$ cat src/rtl/riscv_pkg.sv
// Shared pipeline types for the MEM stage: memory op encoding, EX/MEM and MEM/WB payloads, FSM states.
package riscv_pkg;

    localparam int unsigned XLEN_W     = 32;
    localparam int unsigned REG_ADDR_W = 5;

    // Encoding follows the RISC-V load/store funct3 field.
    typedef enum logic [2:0] {
        MEM_BYTE   = 3'b000,
        MEM_HALF   = 3'b001,
        MEM_WORD   = 3'b010,
        MEM_BYTE_U = 3'b100,
        MEM_HALF_U = 3'b101
    } mem_op_t;

    typedef enum logic [1:0] {
        SZ_BYTE,
        SZ_HALF,
        SZ_WORD
    } mem_size_t;

    typedef struct packed {
        logic    reg_write;
        logic    mem_to_reg;
        logic    mem_read;
        logic    mem_write;
        mem_op_t mem_op;
    } ctrl_t;

    typedef struct packed {
        logic [XLEN_W-1:0]     alu_result;
        logic [XLEN_W-1:0]     rs2_data;
        logic [REG_ADDR_W-1:0] rd_addr;
        ctrl_t                 ctrl;
    } ex_mem_reg_t;

    typedef struct packed {
        logic [XLEN_W-1:0]     alu_result;
        logic [XLEN_W-1:0]     mem_data;
        logic [REG_ADDR_W-1:0] rd_addr;
        ctrl_t                 ctrl;
    } mem_wb_reg_t;

    typedef enum logic [1:0] {
        IDLE,
        WAIT_RSP,
        DONE
    } mem_state_t;

    function automatic mem_size_t mem_size(input mem_op_t op);
        case (op)
            MEM_BYTE, MEM_BYTE_U: return SZ_BYTE;
            MEM_HALF, MEM_HALF_U: return SZ_HALF;
            default:              return SZ_WORD;
        endcase
    endfunction

endpackage

$ cat src/rtl/mem_access_stage_load_align.sv
// Load data lane select and sign/zero extension (combinational).
module load_align
    import riscv_pkg::*;
(
    input  logic [XLEN_W-1:0] i_rdata,
    input  logic [1:0]        i_addr_lo,
    input  mem_op_t           i_mem_op,
    output logic [XLEN_W-1:0] o_data
);

    logic [7:0]  w_byte;
    logic [15:0] w_half;

    always_comb begin
        w_byte = i_rdata[{i_addr_lo, 3'b000} +: 8];
        w_half = i_addr_lo[1] ? i_rdata[31:16] : i_rdata[15:0];
        case (i_mem_op)
            MEM_BYTE:   o_data = {{24{w_byte[7]}}, w_byte};
            MEM_BYTE_U: o_data = {24'h0, w_byte};
            MEM_HALF:   o_data = {{16{w_half[15]}}, w_half};
            MEM_HALF_U: o_data = {16'h0, w_half};
            default:    o_data = i_rdata;
        endcase
    end

endmodule

$ cat src/rtl/mem_access_stage.sv
// MEM pipeline stage: data-bus request/response handshake, store lane generation, load alignment.
// Optional macro MEM_MISALIGN_TRAP_EN turns misaligned half/word accesses into a trap instead of a bus request.
module mem_access_stage
    import riscv_pkg::*;
#(
    parameter int unsigned XLEN = 32
) (
    input  logic              clk,
    input  logic              reset_n,
    input  ex_mem_reg_t       in,
    input  logic              hold,
    output mem_wb_reg_t       out,
    output logic              mem_stall,
    output logic              dmem_req_valid,
    input  logic              dmem_req_ready,
    output logic [XLEN-1:0]   dmem_req_addr,
    output logic              dmem_req_we,
    output logic [XLEN/8-1:0] dmem_req_be,
    output logic [XLEN-1:0]   dmem_req_wdata,
    input  logic              dmem_rsp_valid,
    input  logic [XLEN-1:0]   dmem_rsp_rdata,
    output logic              misalign_trap
);

    mem_state_t        r_state;
    mem_state_t        w_state_nx;
    logic [XLEN-1:0]   r_rdata_buf;
    logic [XLEN-1:0]   w_rdata_sel;
    logic [XLEN-1:0]   w_load_data;
    logic [XLEN/8-1:0] w_be;
    logic [XLEN-1:0]   w_wdata;
    logic              w_mem_op;
    logic              w_is_load;
    logic              w_is_store;
    logic              w_misalign;
    logic              w_req_valid;
    logic              w_stall;
    logic              w_load_done;

    assign w_is_load  = in.ctrl.mem_read;
    assign w_is_store = in.ctrl.mem_write & ~in.ctrl.mem_read;
    assign w_mem_op   = in.ctrl.mem_read | in.ctrl.mem_write;

`ifdef MEM_MISALIGN_TRAP_EN
    always_comb begin
        w_misalign = 1'b0;
        if (w_mem_op) begin
            case (mem_size(in.ctrl.mem_op))
                SZ_HALF: w_misalign = in.alu_result[0];
                SZ_WORD: w_misalign = (in.alu_result[1:0] != 2'b00);
                default: w_misalign = 1'b0;
            endcase
        end
    end
    assign misalign_trap = reset_n & (r_state == IDLE) & w_misalign;
`else
    assign w_misalign    = 1'b0;
    assign misalign_trap = 1'b0;
`endif

    // Store lane enables and replicated write data.
    always_comb begin
        w_be    = 4'b1111;
        w_wdata = in.rs2_data;
        case (mem_size(in.ctrl.mem_op))
            SZ_BYTE: begin
                w_be    = 4'b0001 << in.alu_result[1:0];
                w_wdata = {4{in.rs2_data[7:0]}};
            end
            SZ_HALF: begin
                w_be    = 4'b0011 << {in.alu_result[1], 1'b0};
                w_wdata = {2{in.rs2_data[15:0]}};
            end
            default: ;
        endcase
    end

    always_ff @(posedge clk or negedge reset_n) begin
        if (!reset_n) begin
            r_state     <= IDLE;
            r_rdata_buf <= '0;
        end else begin
            r_state <= w_state_nx;
            if (r_state == WAIT_RSP && dmem_rsp_valid && hold)
                r_rdata_buf <= dmem_rsp_rdata;
        end
    end

    // Next state and handshake outputs; reset forces the stage transparent.
    always_comb begin
        w_state_nx  = r_state;
        w_req_valid = 1'b0;
        w_stall     = 1'b0;
        w_load_done = 1'b0;
        w_rdata_sel = dmem_rsp_rdata;
        case (r_state)
            IDLE: begin
                if (w_mem_op && !w_misalign) begin
                    w_req_valid = 1'b1;
                    w_stall     = ~(w_is_store & dmem_req_ready);
                    if (dmem_req_ready) begin
                        if (w_is_load)
                            w_state_nx = WAIT_RSP;
                        else if (hold)
                            w_state_nx = DONE;
                    end
                end
            end
            WAIT_RSP: begin
                w_stall = ~dmem_rsp_valid;
                if (dmem_rsp_valid) begin
                    w_load_done = 1'b1;
                    w_state_nx  = hold ? DONE : IDLE;
                end
            end
            DONE: begin
                w_rdata_sel = r_rdata_buf;
                w_load_done = w_is_load;
                if (!hold)
                    w_state_nx = IDLE;
            end
            default: w_state_nx = IDLE;
        endcase
        if (!reset_n) begin
            w_req_valid = 1'b0;
            w_stall     = 1'b0;
            w_load_done = 1'b0;
        end
    end

    load_align u_load_align (
        .i_rdata   (w_rdata_sel),
        .i_addr_lo (in.alu_result[1:0]),
        .i_mem_op  (in.ctrl.mem_op),
        .o_data    (w_load_data)
    );

    always_comb begin
        out            = '0;
        out.alu_result = in.alu_result;
        out.rd_addr    = in.rd_addr;
        out.ctrl       = in.ctrl;
        out.mem_data   = w_load_done ? w_load_data : '0;
        if (misalign_trap)
            out.ctrl.reg_write = 1'b0;
    end

    assign dmem_req_valid = w_req_valid;
    assign mem_stall      = w_stall;
    assign dmem_req_addr  = {in.alu_result[XLEN-1:2], 2'b00};
    assign dmem_req_we    = w_is_store;
    assign dmem_req_be    = w_be;
    assign dmem_req_wdata = w_wdata;

endmodule

$ cat config.mk
export PLATFORM = sky130hd
export DESIGN_NAME = mem_access_stage
export DESIGN_NICKNAME = d
export VERILOG_FILES = /design/src/rtl/riscv_pkg.sv /design/src/rtl/mem_access_stage_load_align.sv /design/src/rtl/mem_access_stage.sv
export SDC_FILE = /design/constraint.sdc
export NUM_CORES = 1
export LEC_CHECK = 0
export ABC_CLOCK_PERIOD_IN_PS = 2100
export CAP_MARGIN = 30
export CORE_UTILIZATION = 33
export DETAILED_ROUTE_END_ITERATION = 12
export PLACE_DENSITY = 0.8
export RECOVER_POWER = 25
export SYNTH_ARGS = -nofsm -noshare
export SYNTH_HDL_FRONTEND = slang
export SYNTH_SLANG_ARGS = --single-unit
$ cat constraint.sdc
create_clock -name clk -period 2.1 [get_ports clk]
set_clock_uncertainty 0.05 [all_clocks]
set_input_delay 0.315 -clock clk [delete_from_list [all_inputs] [get_ports clk]]
set_output_delay 0.315 -clock clk [all_outputs]
set_load 0.005 [all_outputs]
==> PnR_summary.wiki, run 1 <==
{| class="wikitable"
! Metric !! Value
|-
| Die height || 107.8 µm
|-
| Time the worst path needs with I/O delays and setup || 2.648 ns
|-
| I/O pin cnt || 261
|-
| Max_slew headroom || 47.59%
|-
| IO Port Bufs || 153
|-
| Layout Utilization || 54.98%
|-
| Data arrival time of the critical path || 2.28 ns
|-
| Reg-to-reg endpoint || r_rdata_buf[19]$_DFFE_PN0P_
|-
| Status || finished, violations left
|-
| Synth top area cells || dfrtp_1 (23%), mux2_2 (19%), buf_4 (18%)
|-
| Proportion of layout cells with a drive suffix above 1 || 49.47%
|-
| Final hold violation count || 0
|-
| Minimum hold slack || 0.3600 ns
|-
| Final net count || 683
|-
| Most common library cell in the layout ignoring fill and taps || clkdlybuf4s50_1
|-
| Sequential share of the synthesized area || 23.04%
|-
| Number of CTS-inserted buffers || 5
|-
| Placer's final routability congestion estimate || 0.9222
|-
| Total overflow reported by the global router || 0
|-
| Delay of the slowest cell on the worst path || 0.41 ns
|-
| Worst-margin pin slew || 0.7861 ns
|-
| R2r setup slk || 0.24 ns
|-
| Core Area || 10890 µm²
|-
| Violated checks || setup timing
|-
| Storage element area || 850.8 µm²
|-
| Clock-pin transition on the worst setup and hold timing paths || 0.08 ns
|-
| Average via count per standard cell || 5.433
|-
| Share of async-settable or async-resettable flops after synthesis || 100.0%
|-
| Number of buffers between clock root and the deepest sink || 2
|-
| Startpoint kind of the worst setup timing path || flop
|-
| Max VDD drop || 0.4285 mV
|-
| Synthesized instance count || 424
|-
| HPWL after detailed placement || 9.784 mm
|-
| Worst Path Max Fanout || 6
|-
| Die area || 11620 µm²
|-
| Distinct cells, synth || 42
|-
| Slowest cell on the critical path || dfrtp_1
|-
| Total number of yosys warnings || 0
|-
| Unrepaired setup endpoints after global routing || yes
|-
| Top delay family on crit path || compound AO/OA/AOI/OAI gates
|-
| Wire length of the first global-routing pass || 20.61 mm
|-
| Path category of the worst min-delay check || in -> async
|-
| Area of the multi-input gates || 2560 µm²
|-
| H-tree levels || 2
|-
| Total of fill cells in the finished design || 867
|-
| Setup WS pre-CTS || -0.7347 ns
|-
| Worst path buffer plus inverter count || 3
|-
| Register bit count reported by yosys || 34
|-
| Combined area of all synthesized cells || 3694 µm²
|-
| Static leakage power || 0.002605 µW
|-
| Final count of pins violating max slew || 0
|-
| Number of max-capacitance violations reported || 0
|-
| Cell count of the worst reg-to-reg path || 8
|-
| Number of DRC markers in iteration 0 || 277
|-
| Total Routed Length || 14.91 mm
|-
| Area growth from synthesis to final layout || 62.06%
|-
| CTS tree || done
|-
| Most frequently used flop master after synthesis || dfrtp_1
|-
| Element type at the critical path end || output port
|-
| Detail-routed net length per standard cell || 21.03 µm
|-
| Number of enable-type register cells in the synthesized netlist || 0
|-
| Ratio of total power to cell area || 856.5 nW/µm²
|-
| Req. time, crit path || 1.74 ns
|-
| Die width || 107.8 µm
|-
| Count of unresolved DRC violations after routing || 0
|-
| Synthesized area per cell || 8.711 µm²
|-
| Most frequent cells in the layout || clkdlybuf4s50_1 (111), nand2_1 (55), mux2_2 (54), buf_4 (51), dfrtp_1 (34)
|-
| Number of antenna violations at the first check in global routing || 1
|-
| Portion of the clock cycle consumed by the worst path in the final layout || 126.1%
|-
| Setup slack after layout || -0.5479 ns
|-
| Number of clock sinks || 34
|-
| Placed Cells || 654
|-
| Aggregate global-route resource usage || 23.45%
|-
| Via count of the first global-routing pass || 3809
|-
| Initial core utilization || 33.92%
|-
| Number of detailed-routing iterations run before antenna repair || 5
|-
| Area share of the leading cell type in the synthesized netlist || 23.04%
|-
| Count of non-filler cells in the finished layout || 709
|-
| Cell type contributing the most total cell area after synthesis || dfrtp_1
|-
| Residual antenna-violating net count after detailed routing || 0
|-
| Clock latency of the later-clocked register in the worst-skew pair || 0.30 ns
|-
| Count of vias placed by the detailed router || 3852
|-
| Crit Reg-Reg Startpoint || r_state[1]$_DFFE_PN0P_
|-
| Root cell of the clock tree || clkbuf_8
|-
| Largest net degree at the start of global routing || 33
|-
| Cell Chain, Critical Path || ha_4 > buf_6 > mux2i_4 > a22oi_4 > buf_4 > a311oi_2 > a211oi_2 > buf_2
|-
| Number of hold buffers added after cts || 0
|-
| Worst Setup Path Type || reg -> out
|-
| FMAX || 0.3777 GHz
|-
| Final Setup Violations || 32
|-
| Row count || 38
|}
flip-flops by register name, indices dropped and copies added (netlist names):
name	count
r_rdata_buf	32
r_state	2
final cells by class:
cell class              instances  area share (%)
well taps                     140           2.926
inverters                       6          0.4599
repair buffers                244           38.06
clock buffers                   7           1.442
multi-input cells             276           42.77
clock inverters                 1         0.08361
flip-flops and latches         34           14.21
diodes                          1         0.04181
stage by stage:
step	setup TNS, ns	area, µm²	total power [µW]
6_report	-14.71	5986	5127
5_1_grt	-16.87	5986	5339
4_1_cts	-15.00	5712	4730
3_5_place_dp	-27.27	5012	3372
3_3_place_gp	-25.66	5012	3275
2_1_floorplan	0	3701	2544
cell usage after synthesis, types with 2 or more instances:
| master | n |
|---|---|
| inv_1 | 5 |
| ha_1 | 3 |
| a21oi_1 | 9 |
| nor2b_1 | 5 |
| clkbuf_1 | 9 |
| buf_2 | 6 |
| a221oi_1 | 6 |
| o211ai_1 | 2 |
| buf_4 | 88 |
| and2_1 | 2 |
| a31oi_1 | 3 |
| a211oi_1 | 3 |
| a22oi_4 | 2 |
| nand3_1 | 2 |
| mux2_2 | 62 |
| nand3_2 | 2 |
| or2_2 | 6 |
| buf_6 | 5 |
| o21ai_2 | 8 |
| nor2_1 | 12 |
| buf_1 | 2 |
| nand2b_1 | 3 |
| o21ai_0 | 33 |
| a22oi_1 | 2 |
| dfrtp_1 | 34 |
| mux2i_1 | 29 |
| o21ai_1 | 2 |
| nand2_1 | 60 |
| o22ai_1 | 6 |
power breakdown:
group | internal, µW | total, µW | switching (µW)
Clock | 265 | 522 | 257
Combinational | 1950 | 3410 | 1460
Sequential | 979 | 1200 | 220
Total | 3190 | 5130 | 1930
layer usage:
layer / up-vias / global-route usage [%] / routed length (µm)
li1: 1680 / - / -
met1: 1813 / 23.21 / 5004
met2: 294 / 45.15 / 7827
met3: 65 / 5.569 / 1341
met4: 0 / 11.25 / 734
met5: - / 0.9524 / 0
cell families after synthesis:
| logic type | synth area share [%] |
|---|---|
| DFF | 23.04 |
| buffers and inverters | 21.95 |
| and+or+nand+nor | 11.65 |
| AOI/OAI and AO/OA | 14.87 |
| other | 0.1015 |
| muxes | 27.37 |
| adders and majority gates | 1.016 |
worst register-to-register path: cells and delay by family, from the launching register on:
family | cells | cell delay [ns]
DFF | 1 | 0.40
and+or+nand+nor | 1 | 0.11
muxes | 1 | 0.40
buffers and inverters | 5 | 0.64
adders and majority gates | 1 | 0.15
worst max path at each step:
stage / startpoint / cells after the start / to / slack (ns)
global route: r_state[0]$_DFFE_PN0P_ / 9 / out[19] / -0.59
finish: r_state[1]$_DFFE_PN0P_ / 8 / out[19] / -0.55
global placement: in[44] / 7 / out[43] / -0.72
detailed placement: in[45] / 8 / out[43] / -0.73
CTS: r_state[1]$_DFFE_PN0P_ / 9 / out[20] / -0.53
floorplan: r_state[0]$_DFFE_PN0P_ / 8 / out[33] / 0.04
timing repair:
action                                  CTS  global route
resized for setup                       238            63
gates cloned                              3             1
pin swaps                                34            29
endpoints found under the setup margin   56            49
buffers inserted                         33            15
hold endpoints to repair                  0             0
Note: power is estimated with default switching activity, not from simulation.
==> run 2, diff against run 1 <==
- SKIP_LAST_GASP: unset -> 1
- TNS_END_PERCENT: unset -> 10
==> PnR_summary.wiki, run 2 (synthesis results as in run 1) <==
{| class="wikitable"
! Metric !! Value
|-
| Largest regs || r_rdata_buf (32), r_state (2)
|-
| Die width || 107.8 µm
|-
| I/O pin cnt || 261
|-
| Delay of the slowest cell on the worst path || 0.39 ns
|-
| Total Routed Length || 13.30 mm
|-
| Cell Chain, Critical Path || inv_2 > ha_4 > buf_6 > mux2i_4 > a22oi_4 > buf_6 > a311oi_1 > a211oi_1 > buf_2
|-
| Time the worst path needs with I/O delays and setup || 2.668 ns
|-
| Proportion of layout cells with a drive suffix above 1 || 43.01%
|-
| Data arrival time of the critical path || 2.30 ns
|-
| Slowest cell on the critical path || dfrtp_1
|-
| Register containing the most flip-flops in the final layout || r_rdata_buf
|-
| Row count || 38
|-
| Via count of the first global-routing pass || 3591
|-
| Number of buffers between clock root and the deepest sink || 2
|-
| Detail-routed net length per standard cell || 19.44 µm
|-
| Number of detailed-routing iterations run before antenna repair || 5
|-
| HPWL after detailed placement || 9.784 mm
|-
| Area growth from synthesis to final layout || 50.00%
|-
| Violated checks || setup timing
|-
| Ratio of total power to cell area || 829.5 nW/µm²
|-
| Static leakage power || 0.002374 µW
|-
| Clock-pin transition on the worst setup and hold timing paths || 0.08 ns
|-
| Portion of the clock cycle consumed by the worst path in the final layout || 127.0%
|-
| Status || finished, violations left
|-
| Root cell of the clock tree || clkbuf_8
|-
| Count of non-filler cells in the finished layout || 684
|-
| Worst Path Max Fanout || 8
|-
| Setup total negative slack || -22.28 ns
|-
| Met1 Routed Length || 4.650 mm
|-
| Largest net degree at the start of global routing || 33
|-
| Worst Setup Path Type || reg -> out
|-
| Wire length of the first global-routing pass || 18.80 mm
|-
| Most common library cell in the layout ignoring fill and taps || clkdlybuf4s50_1
|-
| Number of max-capacitance violations reported || 0
|-
| Initial core utilization || 33.92%
|-
| Count of vias placed by the detailed router || 3608
|-
| Worst-margin pin slew || 0.7605 ns
|-
| Core Area || 10890 µm²
|-
| Largest register FFs || 32
|-
| Number of antenna violations at the first check in global routing || 0
|-
| Total overflow reported by the global router || 0
|-
| Final net count || 659
|-
| Startpoint kind of the worst setup timing path || flop
|-
| Req. time, crit path || 1.74 ns
|-
| Antenna diodes || 0
|-
| Number of hold buffers added after cts || 0
|-
| Number of clock sinks || 34
|-
| IO Port Bufs || 153
|-
| Count of unresolved DRC violations after routing || 0
|-
| Clock latency of the later-clocked register in the worst-skew pair || 0.30 ns
|-
| Setup WS pre-CTS || -0.7347 ns
|-
| CTS tree || done
|-
| Die height || 107.8 µm
|-
| Die area || 11620 µm²
|-
| Most frequent cells in the layout || clkdlybuf4s50_1 (119), nand2_1 (60), mux2_2 (60), buf_4 (50), dfrtp_1 (34)
|-
| Most frequent cell on the critical path || buf_6
|-
| Unrepaired setup endpoints after global routing || yes
|-
| Final count of pins violating max slew || 0
|-
| Max VDD drop || 0.4308 mV
|-
| Routed met2 length || 7.113 mm
|-
| Final Setup Violations || 57
|-
| Aggregate global-route resource usage || 21.34%
|-
| FMAX || 0.3749 GHz
|-
| Number of CTS-inserted buffers || 5
|-
| Layout Utilization || 50.88%
|-
| Max_slew headroom || 49.30%
|-
| Setup slack after layout || -0.5677 ns
|-
| Top sig layer || met4
|-
| Routed met3 length || 1.157 mm
|-
| H-tree levels || 2
|-
| Final hold violation count || 0
|-
| Number of DRC markers in iteration 0 || 256
|-
| Residual antenna-violating net count after detailed routing || 0
|-
| Placed Cells || 654
|-
| Element type at the critical path end || output port
|-
| Average via count per standard cell || 5.275
|-
| Placer's final routability congestion estimate || 0.9222
|-
| Path category of the worst min-delay check || in -> async
|}
==> run 2: changes by cell type in the layout (fill, tap and decap cells not counted), sizes merged <==
cell           previous run  this run
buf                     119        85
dlygate4sd2               7         6
clkbuf                   14        17
clkinv                    1         2
inv                       6         5
clkdlybuf4s50           111       119
diode                     1         0
==> run 2: path summary, 6_finish.rpt <==
kind / from / endpoint / slack, ns / cells past startpoint
worst max register to register: r_state[1]$_DFFE_PN0P_ / r_rdata_buf[5]$_DFFE_PN0P_ / 0.23 / 8
worst min-delay path: reset_n / r_rdata_buf[8]$_DFFE_PN0P_ / 0.33 / 3
worst min register to register: r_rdata_buf[12]$_DFFE_PN0P_ / r_rdata_buf[12]$_DFFE_PN0P_ / 0.46 / 1
worst max-delay path: r_state[0]$_DFFE_PN0P_ / out[19] / -0.57 / 9
min in group clk: r_rdata_buf[12]$_DFFE_PN0P_ / r_rdata_buf[12]$_DFFE_PN0P_ / 0.46 / 1
max in group asynchronous: reset_n / r_rdata_buf[6]$_DFFE_PN0P_ / 0.85 / 4
==> run 2: critical path, delay by kind of cell, from the launching register on <==
kind	cells	cell delay [ns]
DFF	1	0.39
adders and majority gates	1	0.27
AOI/OAI and AO/OA	3	0.54
buffers and inverters	4	0.52
muxes	1	0.26
==> run 2: area by class of cell <==
class / count / area (µm²)
multi-input cells: 276 / 2404
clock inverters: 1 / 5.005
inverters: 6 / 25.02
flip-flops and latches: 34 / 850.8
clock buffers: 7 / 86.33
repair buffers: 220 / 1994
well taps: 140 / 175.2
fillers: 942 / 5348
==> run 2: metal layers <==
layer | global-route usage (%) | vias up
li1 | - | 1624
met1 | 21.33 | 1721
met2 | 41.80 | 230
met3 | 5.387 | 33
met4 | 7.632 | 0
met5 | 0.9524 | -
==> run 2: through the flow <==
| stage | power (µW) | cell area (µm²) | hold WS, ns |
|---|---|---|---|
| 2_1_floorplan | 2544 | 3701 | -0.03059 |
| 3_3_place_gp | 3275 | 5012 | 0.3361 |
| 3_5_place_dp | 3372 | 5012 | 0.3425 |
| 4_1_cts | 4280 | 5386 | 0.03392 |
| 5_1_grt | 4835 | 5540 | 0.3904 |
| 6_report | 4596 | 5540 | 0.3258 |
==> run 2: repair_timing <==
item                       4_1_cts  5_1_grt
setup endpoints to repair       56       58
buffers inserted                18        5
pin swaps                       18       16
gates cloned                     2        0
resized for setup              136       53
==> run 2: report_power, final <==
part / switching, µW / internal (µW) / total (µW)
logic: 1240 / 1630 / 2870
registers: 218 / 979 / 1200
clock network: 262 / 265 / 527
total: 1720 / 2880 / 4600
==> variant (config.mk and constraints of run 1) <==
The package constant `REG_ADDR_W` goes from 5 to 4.
--- a/src/rtl/riscv_pkg.sv
+++ b/src/rtl/riscv_pkg.sv
@@ -3,5 +3,5 @@
 
     localparam int unsigned XLEN_W     = 32;
-    localparam int unsigned REG_ADDR_W = 5;
+    localparam int unsigned REG_ADDR_W = 4;
 
     // Encoding follows the RISC-V load/store funct3 field.
Interface: changed (resized in and out); port bits go from 261 to 259. No check against the original RTL was run, so the function may have changed too.
==> variant against run 1 <==
  * The run still ends with negative setup slack left
  * Setup slack better by 0.078 ns
  * Area after synthesis fell by 0.20%
  * Total power decreased by 7.3%
  * Wire length is 5.4% lower
  * Critical path depth rose by 1
  * Synthesized cell count decreased by 0.24%
  * Non-clock buffer count is 19 lower
  * Design area shrank 2.9%
  * First-iteration DRC count is 26% lower
  * Sequential cell count stayed put
==> variant: results (changes against run 1) <==
Int Power: 3.01 mW (-5.7%)
Outcome: finished with violations
TNS Setup: -13.07 ns (+1.63 ns)
Register area share after synthesis: 23.1% (+0.047 points)
Wire per inst: 20.5 um (-2.6%)
Initial antenna violation count: 0 (-1)
Mux contribution to synthesized area: 27.4% (+0.056 points)
Critical Path End: out[38]
Syn_area_per_cell: 8.71 sq um (about the same)
GR met1 Demand/Resource: 25.3% (+2.1 points)
Starting DRT DRC Count: 205 (-26%)
Vias in the first global route: 3821 (+0.32%)
First-pass GRT wire length: 20.6 mm (about the same)
Hold slack: 0.410 ns (+0.0503 ns)
Highest metal used: met5
P_leak: 2.57 nW (-1.5%)
Fin nets: 663 (-2.9%)
FILL cells: 894 (+3.1%)
DP Wirelength: 10.2 mm (+4.2%)
Final WL: 14.1 mm (-5.4%)
Via density: 5.28 (-2.8%)
Cell Pwr Density: 818 nW/um^2 (-4.5%)
Commonest cells post-synth: buf_4 (87), mux2_2 (62), nand2_1 (60)
Crit-path max FO: 8 (+2)
Final Setup Violations: 32 (unchanged)
Placed cells: 665 (+1.7%)
Slew headroom: 58.2% (+11 points)
Met1 WL: 4.92 mm (-1.7%)
Total global routing track utilization: 23.5% (about the same)
Yosys cell types: 42 (unchanged)
FF-to-FF End: r_rdata_buf[14]
WL met2: 7.50 mm (-4.2%)
Comb group: 2.95 mW (-13%)
GPL Wtd Cong: 0.875 (-5.1%)
Violated checks: negative setup slack
Adder-cell share of the synthesized area: 1.02% (+0.0021 points)
Worst IR Drop VDD: 0.000452 V (+5.4%)
Share of cells above drive strength 1: 46.1% (-3.4 points)
CP arrival: 2.21 ns (-0.07 ns)
DR WL met3: 1.25 mm (-6.6%)
Pre-CTS setup slack: -0.719 ns (+0.0156 ns)
Setup slack after layout: -0.470 ns (+0.0777 ns)
Met2 Use GR: 43.7% (-1.5 points)
Ranking of synthesized cells by area: dfrtp_1 (23%), mux2_2 (19%), buf_4 (18%), mux2i_1 (7.9%), nand2_1 (6.1%)
Compound-Gate Fraction of Synth Area: 14.9% (+0.030 points)
variant: changes by cell type after synthesis:
| cell | run 1 | this run |
|---|---|---|
| buf_4 | 88 | 87 |
variant: worst max-delay path, cell delays in order (launching register included):
cell and delay (ns):
dfrtp_1 0.42, ha_4 0.20, buf_4 0.16, mux2i_4 0.21
a22oi_4 0.24, a31oi_4 0.13, buf_12 0.16, buf_6 0.13
o21ai_4 0.13, buf_2 0.14
variant: what timing repair did:
action                                  in CTS  in global routing
buffers inserted                            17                  1
endpoints found under the setup margin      55                 47
resized for setup                          253                 35
cloned                                       2                  2
pin swaps                                   34                  8
hold endpoints to repair                     0                  0
variant: layout make-up:
class / count / area, sq um / share of cell area [%]
timing repair buffer: 225 / 2150 / 37.0
clock buffer: 7 / 76.3 / 1.31
clock inverter: 1 / 30.0 / 0.517
inverter: 6 / 25.0 / 0.431
multi-input combinational: 276 / 2500 / 43.0
tap: 140 / 175 / 3.01
sequential: 34 / 851 / 14.6
